[src/rtl/mtf_pkg.sv]
// Shared types and helpers for the MTF spike post-processing blocks.
package mtf_pkg;

  typedef enum logic {
    StIdle    = 1'b0,
    StInBurst = 1'b1
  } state_e;

  localparam int unsigned CntWDefault  = 16;
  localparam int unsigned NspkWDefault = 8;

  // Increment v, holding at the all-ones value of a w-bit field.
  function automatic logic [31:0] sat_inc(input logic [31:0] v, input int unsigned w);
    logic [31:0] max_v;
    max_v = (w >= 32) ? 32'hFFFF_FFFF : ((32'd1 << w) - 32'd1);
    return (v >= max_v) ? max_v : v + 32'd1;
  endfunction

endpackage

[src/rtl/sat_counter.sv]
// Saturating up-counter with synchronous clear and load (clear wins over load over inc).
module sat_counter
  import mtf_pkg::*;
#(
  parameter int unsigned WIDTH = 8
) (
  input  logic             clk,
  input  logic             reset,
  input  logic             clr,
  input  logic             load,
  input  logic [WIDTH-1:0] load_val,
  input  logic             inc,
  output logic [WIDTH-1:0] q
);

  logic [WIDTH-1:0] q_d;

  always_comb begin
    q_d = q;
    if (clr) begin
      q_d = '0;
    end else if (load) begin
      q_d = load_val;
    end else if (inc) begin
      q_d = WIDTH'(sat_inc(32'(q), WIDTH));
    end
  end

  always_ff @(posedge clk) begin
    if (reset) begin
      q <= '0;
    end else begin
      q <= q_d;
    end
  end

endmodule

[src/rtl/spike_burst_decoder.sv]
// Groups spike rising edges into bursts and reports count, length and start-to-start period.
module spike_burst_decoder
  import mtf_pkg::*;
#(
  parameter int unsigned CNT_W      = CntWDefault,
  parameter int unsigned NSPK_W     = NspkWDefault,
  parameter int unsigned GAP_MAX    = 40,
  parameter int unsigned MIN_SPIKES = 1
) (
  input  logic              clk,
  input  logic              reset,
  input  logic              spike,
  input  logic              burst_ready,
  output logic              burst_valid,
  output logic [NSPK_W-1:0] burst_nspk,
  output logic [CNT_W-1:0]  burst_len,
  output logic [CNT_W-1:0]  burst_period,
  output logic              period_ok,
  output logic [7:0]        drop_cnt,
  output logic              busy
);

  state_e            state_q, state_d;
  logic              spike_q;
  logic              rise, in_burst, idle_rise, burst_rise, close, accept, take;
  logic [CNT_W-1:0]  age, gap, per_cnt, age_inc;
  logic [CNT_W-1:0]  last_q, cand_q;
  logic [NSPK_W-1:0] nspk;
  logic              have_ref_q;

  logic              valid_q, period_ok_q;
  logic [NSPK_W-1:0] nspk_q;
  logic [CNT_W-1:0]  len_q, period_q;
  logic [7:0]        drop_q;

  assign rise       = spike & ~spike_q;
  assign in_burst   = (state_q == StInBurst);
  assign idle_rise  = ~in_burst & rise;
  assign burst_rise = in_burst & rise;
  assign age_inc    = CNT_W'(sat_inc(32'(age), CNT_W));
  // A rise on the closing edge extends the burst instead of closing it.
  assign close      = in_burst & ~rise & (gap == CNT_W'(GAP_MAX - 1));
  assign accept     = close & (nspk >= NSPK_W'(MIN_SPIKES));
  assign take       = accept & (~valid_q | burst_ready);

  sat_counter #(.WIDTH(CNT_W)) u_age (
    .clk      (clk),
    .reset    (reset),
    .clr      (idle_rise),
    .load     (1'b0),
    .load_val ('0),
    .inc      (in_burst),
    .q        (age)
  );

  sat_counter #(.WIDTH(CNT_W)) u_gap (
    .clk      (clk),
    .reset    (reset),
    .clr      (rise),
    .load     (1'b0),
    .load_val ('0),
    .inc      (in_burst & ~rise),
    .q        (gap)
  );

  sat_counter #(.WIDTH(NSPK_W)) u_nspk (
    .clk      (clk),
    .reset    (reset),
    .clr      (1'b0),
    .load     (idle_rise),
    .load_val (NSPK_W'(1)),
    .inc      (burst_rise),
    .q        (nspk)
  );

  // Cycles since the last accepted burst's first rise (or since reset).
  sat_counter #(.WIDTH(CNT_W)) u_per_cnt (
    .clk      (clk),
    .reset    (reset),
    .clr      (1'b0),
    .load     (accept),
    .load_val (age_inc),
    .inc      (1'b1),
    .q        (per_cnt)
  );

  always_comb begin
    state_d = state_q;
    unique case (state_q)
      StIdle:    if (rise) state_d = StInBurst;
      StInBurst: if (close) state_d = StIdle;
      default:   state_d = StIdle;
    endcase
  end

  always_ff @(posedge clk) begin
    if (reset) begin
      spike_q     <= 1'b1;
      state_q     <= StIdle;
      last_q      <= '0;
      cand_q      <= '0;
      have_ref_q  <= 1'b0;
      valid_q     <= 1'b0;
      nspk_q      <= '0;
      len_q       <= '0;
      period_q    <= '0;
      period_ok_q <= 1'b0;
      drop_q      <= '0;
    end else begin
      spike_q <= spike;
      state_q <= state_d;
      // The period edge itself is included, hence per_cnt + 1.
      if (idle_rise) begin
        last_q <= '0;
        cand_q <= CNT_W'(sat_inc(32'(per_cnt), CNT_W));
      end else if (burst_rise) begin
        last_q <= age_inc;
      end
      if (accept) have_ref_q <= 1'b1;
      if (take) begin
        valid_q     <= 1'b1;
        nspk_q      <= nspk;
        len_q       <= last_q;
        period_q    <= cand_q;
        period_ok_q <= have_ref_q;
      end else if (accept) begin
        drop_q <= 8'(sat_inc(32'(drop_q), 8));
      end else if (valid_q && burst_ready) begin
        valid_q <= 1'b0;
      end
    end
  end

  assign burst_valid  = valid_q;
  assign burst_nspk   = nspk_q;
  assign burst_len    = len_q;
  assign burst_period = period_q;
  assign period_ok    = period_ok_q;
  assign drop_cnt     = drop_q;
  assign busy         = in_burst;

endmodule

[config.mk]
export PLATFORM = sky130hd
export DESIGN_NAME = spike_burst_decoder
export DESIGN_NICKNAME = d
export VERILOG_FILES = /design/src/rtl/mtf_pkg.sv /design/src/rtl/sat_counter.sv /design/src/rtl/spike_burst_decoder.sv
export SDC_FILE = /design/constraint.sdc
export NUM_CORES = 1
export LEC_CHECK = 0
export BUFFER_PORTS_ARGS = -buffer_cell sky130_fd_sc_hd__buf_2
export CAP_MARGIN = 20
export CORE_MARGIN = 1
export CORE_UTILIZATION = 50
export DETAILED_ROUTE_END_ITERATION = 8
export GPL_TIMING_DRIVEN = 1
export PLACE_DENSITY = 0.71
export SYNTH_ARGS = -nofsm -noshare
export SYNTH_HDL_FRONTEND = slang
export SYNTH_HIERARCHICAL = 1
export SYNTH_SLANG_ARGS = --single-unit
[constraint.sdc]
create_clock -name clk -period 2.6 [get_ports clk]
set_clock_uncertainty 0.05 [all_clocks]
set_input_delay 0.39 -clock clk [delete_from_list [all_inputs] [get_ports clk]]
set_output_delay 0.39 -clock clk [all_outputs]
set_load 0.005 [all_outputs]
==> impl.org <==
** Status
- Outcome :: finished, violations left
- The final reports fail on design-rule violations.

** Power
- The internal power of the cells totals 3683 uW.
- The analysis attributes to cell leakage a power of 0.003163 uW.
- Of the total power, the share spent switching nets is 0.2495.
- Across the VDD grid, the largest voltage drop is 0.0004670 V.
- Total power consumption of the routed design :: 4907 uW
- Of the total power, the clock network draws 0.465.
- Switching power :: 1224 uW
- The share of total power dissipated in combinational logic is 0.069.
- Dividing total power by cell area gives a power density of 546.8 mW/mm^2.
- Register share of total power :: 0.466

** Drt
- The final route contains 7,766 vias.
- Once detail routing completed, the nets flagged for antenna violations numbered 0.
- Via density :: 6.263
- DRT iter0 DRCs :: 691
- After detailed routing, the average wire length per cell comes to 17.84 um.
- 1st-pass router iterations :: 7
- DRT Wirelength :: 22.13 mm
- After detailed routing, the number of remaining DRC violations is 2.

** Critical path
- Critical-path cell list :: nor4bb_1 > nand4_1 > nor2_1 > buf_4 > nor4bb_1 > mux2i_1 > o2111a_1
- Worst path arrival time :: 2.60 ns
- Worst-path fanout max :: 24
- Setup slack on the worst reg-to-reg path comes out at 0.31 ns.
- Data required time at the worst endpoint :: 2.91 ns
- STA classifies the critical path endpoint as a register.
- Type of the setup path with the least slack :: register to register
- R2r worst-path depth :: 7
- Cell with the largest stage delay on the worst path :: dfxtp_1
- Worst r2r src :: u_gap/q[5]$_SDFFE_PP0P_
- Critical path's largest stage delay :: 0.45 ns
- Cell seen most often among critical-path stages :: nor4bb_1
- The endpoint identified for the worst register-to-register timing path is u_per_cnt/q[14]$_SDFFE_PP0P_.
- Launching element type of the critical path :: register

** Clock tree
- The H-tree was split into 4 levels.
- The longest clock path from root to sink contains 2 buffers.
- Number of buffers inserted by hold repair at cts :: 0
- In this run, CTS created clock tree buffers numbering 17.
- Setup repair bufs after CTS :: 0
- The tree is rooted in a clkbuf_16.
- Clock tree from TritonCTS :: built
- Clock tree synthesis found a total of 141 sinks.
- Clock-pin slew was measured on the worst setup and hold paths at 0.06 ns.
- In this run, post-CTS repair resized a total of 0 instances.
- Worst-Skew Late Latency :: 0.42 ns

** STA
- Total negative setup slack :: 0 ns
- Setup repair after global routing left no endpoint under its margin.
- Max Transition Viols Final :: 0
- Headroom to the max-slew limit :: 0.4760
- At the pin with the least slew margin, the transition time is 0.7831 ns.
- Setup violations remaining at the end of the flow were counted as 0.
- Number of hold-slack violations in the final timing report :: 0
- Shortest clock period the worst path allows after layout :: 2.290 ns
- Share of the clock period used by the worst path after layout :: 0.8807
- Achievable Freq :: 0.4367 GHz

** Placed design
- Count of input and output buffers :: 54
- Once detailed placement completed, the half-perimeter wirelength came to 15.14 mm.
- Final weighted congestion in routability-driven placement :: 0.9080
- Once placement completed, the tool counted placed cells totaling 1,210.
- Summing all placed instances gives a cell area of 0.008427 mm^2.

** Synthesis
- Counting every instance in the synthesized netlist gives 945.
- The share of synthesized area in the top cell type comes to 0.3664.
- The largest total area in the synthesized netlist belongs to dfxtp_1.
- Area fraction in and, or, nand and nor cells after synthesis :: 0.2858
- Sorting the synthesized cells by area gives the leading types as dfxtp_1, nand4_1, a21oi_1.
- Post-synthesis xor/xnor area fraction :: 0.02160
- Top cells by count, synth :: dfxtp_1, nand4_1, a21oi_1, nor2_1, o21ai_0
- Number of synthesized flops with an enable pin :: 0
- For this run, asynchronously set or reset flops after synthesis account for 0.
- The portion of synthesized area spent on multiplexers is 0.01348.
- Number of warning messages in the yosys log :: 6
- Counting distinct cell types in the post-synthesis netlist gives 74.
- Fraction of the mapped netlist area in compound gates :: 0.2481
- The most used flip-flop cell after synthesis is dfxtp_1.
- By area, the combinational part of the netlist is dominated by simple AND/OR/NAND/NOR gates.
- After synthesis the cells add up to 0.007705 mm^2.
- Counting flops and latches in the post-synthesis netlist gives 141.
- Of the total synthesized cell area, the portion taken by full adders, half adders and majority gates is 0.01137.
- Proportion of synthesized chip area in sequential cells :: 0.3664
- Cell with the most instances after synthesis :: dfxtp_1
- Average cell area after synthesis :: 8.153 um^2

** Hold path
- Instance count along the most critical hold path :: 2
- The worst hold path begins at spike.
- The worst hold path terminates at spike_q$_SDFF_PP1_.
- The path class of the tightest hold or removal check is input port to register.

** Die
- The die covers 0.01591 mm^2.
- Core area :: 0.01515 mm^2
- Initial Utilization :: 0.5087
- Chip width :: 126.1 um
- Die outline height :: 126.1 um
- 55 I/O pins were placed.
- Number of core rows :: 45

** GRT
- The initial antenna violation count came to 0.
- First-pass GRT wire length :: 36.20 mm
- The number of global-route vias before repair came to 6,914.
- Largest net degree at the start of global routing :: 43
- Global routing finished with a remaining overflow of 0.
- Across every metal layer, demand over resource in global routing totals 0.2826.

** Layout
- Layout fillers :: 1,392
- NumNets Final :: 1,052
- Synth-to-layout area growth :: 16.48%
- The number of antenna diodes in the final layout is 0.
- The finished layout holds 1,240 standard cells, fillers aside.
- In the final layout, the share of cells above drive strength 1 is 0.1530.
- After routing the design area is 0.008975 mm^2.

** Job
- Max_cap viols :: 0
## sequential cells by signal (all words and copies together), names as in the netlist, 8 cells and up
signal,cells
burst_len,16
burst_period,16
cand_q,16
last_q,16
u_age/q,16
u_gap/q,16
u_per_cnt/q,16
burst_nspk,8
drop_cnt,8
u_nspk/q,8
## how the worst max path moves through the flow
stage                                              end                    start  depth (start not counted)
final                     u_per_cnt/q[14]$_SDFFE_PP0P_  u_gap/q[5]$_SDFFE_PP0P_                          7
after global routing      u_per_cnt/q[14]$_SDFFE_PP0P_  u_gap/q[9]$_SDFFE_PP0P_                          7
after CTS                 u_per_cnt/q[14]$_SDFFE_PP0P_  u_gap/q[5]$_SDFFE_PP0P_                          7
after detailed placement  u_per_cnt/q[14]$_SDFFE_PP0P_  u_gap/q[5]$_SDFFE_PP0P_                          7
after global placement    u_per_cnt/q[14]$_SDFFE_PP0P_  u_gap/q[0]$_SDFFE_PP0P_                          7
after floorplan            u_per_cnt/q[4]$_SDFFE_PP0P_  u_gap/q[5]$_SDFFE_PP0P_                          7
## metrics by stage
stage	setup slack, ns	hold WS (ns)	utilization
floorplan	0.3092	0.3867	-
detailed placement	0.3623	0.4019	0.5564
finish	0.3101	0.1402	0.5926
global route	0.1049	0.1323	0.5926
CTS	0.3154	0.1279	0.5926
global placement	0.4158	0.3937	0.5564
## power by group through the flow
stage / Sequential [uW] / Clock, uW / Combinational (uW)
2_1_floorplan: 2320 / 0 / 235
3_3_place_gp: 2330 / 0 / 322
3_5_place_dp: 2330 / 0 / 324
4_1_cts: 2280 / 2320 / 327
5_1_grt: 2290 / 2420 / 374
6_report: 2290 / 2280 / 340
## cells by family after synthesis
| group | after synthesis |
|---|---|
| buf+inv | 95 |
| compound gates | 290 |
| other cells | 2 |
| xor+xnor | 19 |
| flops | 141 |
| simple gates | 381 |
| mux | 10 |
| fa+ha+maj | 7 |
## routing by layer
metal / track usage / routed length, um / up-vias
met5: 0 / 0 / -
met4: 0.1120 / 564 / 0
met3: 0.05310 / 1096 / 36
met2: 0.4566 / 10600 / 252
met1: 0.3719 / 9869 / 3673
li1: - / - / 3805
## critical path: cells and delay by family (launching register included)
family,cells,cell delay [ns]
mux,1,0.16
buf+inv,1,0.28
flops,1,0.45
compound gates,1,0.19
simple gates,4,1.10
## layout make-up
type                    instances  area [um^2]  share of cell area
clock buffers                  19        452.9             0.05047
clock inverters                11        95.09             0.01060
inverters                      19        73.82            0.008225
multi-input cells             768         4725              0.5264
flip-flops and latches        141         2823              0.3145
well taps                     188        235.2             0.02621
repair buffers                 94        570.5             0.06357
## cell usage in the layout (no fill, tap or decap), types with 4 or more instances in the layout
master       n
or3_1       16
buf_4       40
nand4_1     75
a41oi_1     12
nand2_1     39
o31a_1       4
nor2_1      68
mux2i_1      7
dfxtp_1    141
and2_1       5
xor2_1       7
nand3_1     45
xnor2_1     12
o31ai_1     42
a21oi_1     73
or2_2        8
buf_2       54
o21ai_0     60
conb_1      61
ha_1         7
a22o_1      11
and3_1       8
clkbuf_16   17
and4_1      11
nor4bb_1     5
or3_2        4
inv_1       18
a211oi_1    26
clkinv_2     5
nor4_1      29
nor3b_1      6
a31oi_1     11
nor3_1      36
o211ai_1    11
Note: power is estimated with default switching activity, not from simulation.
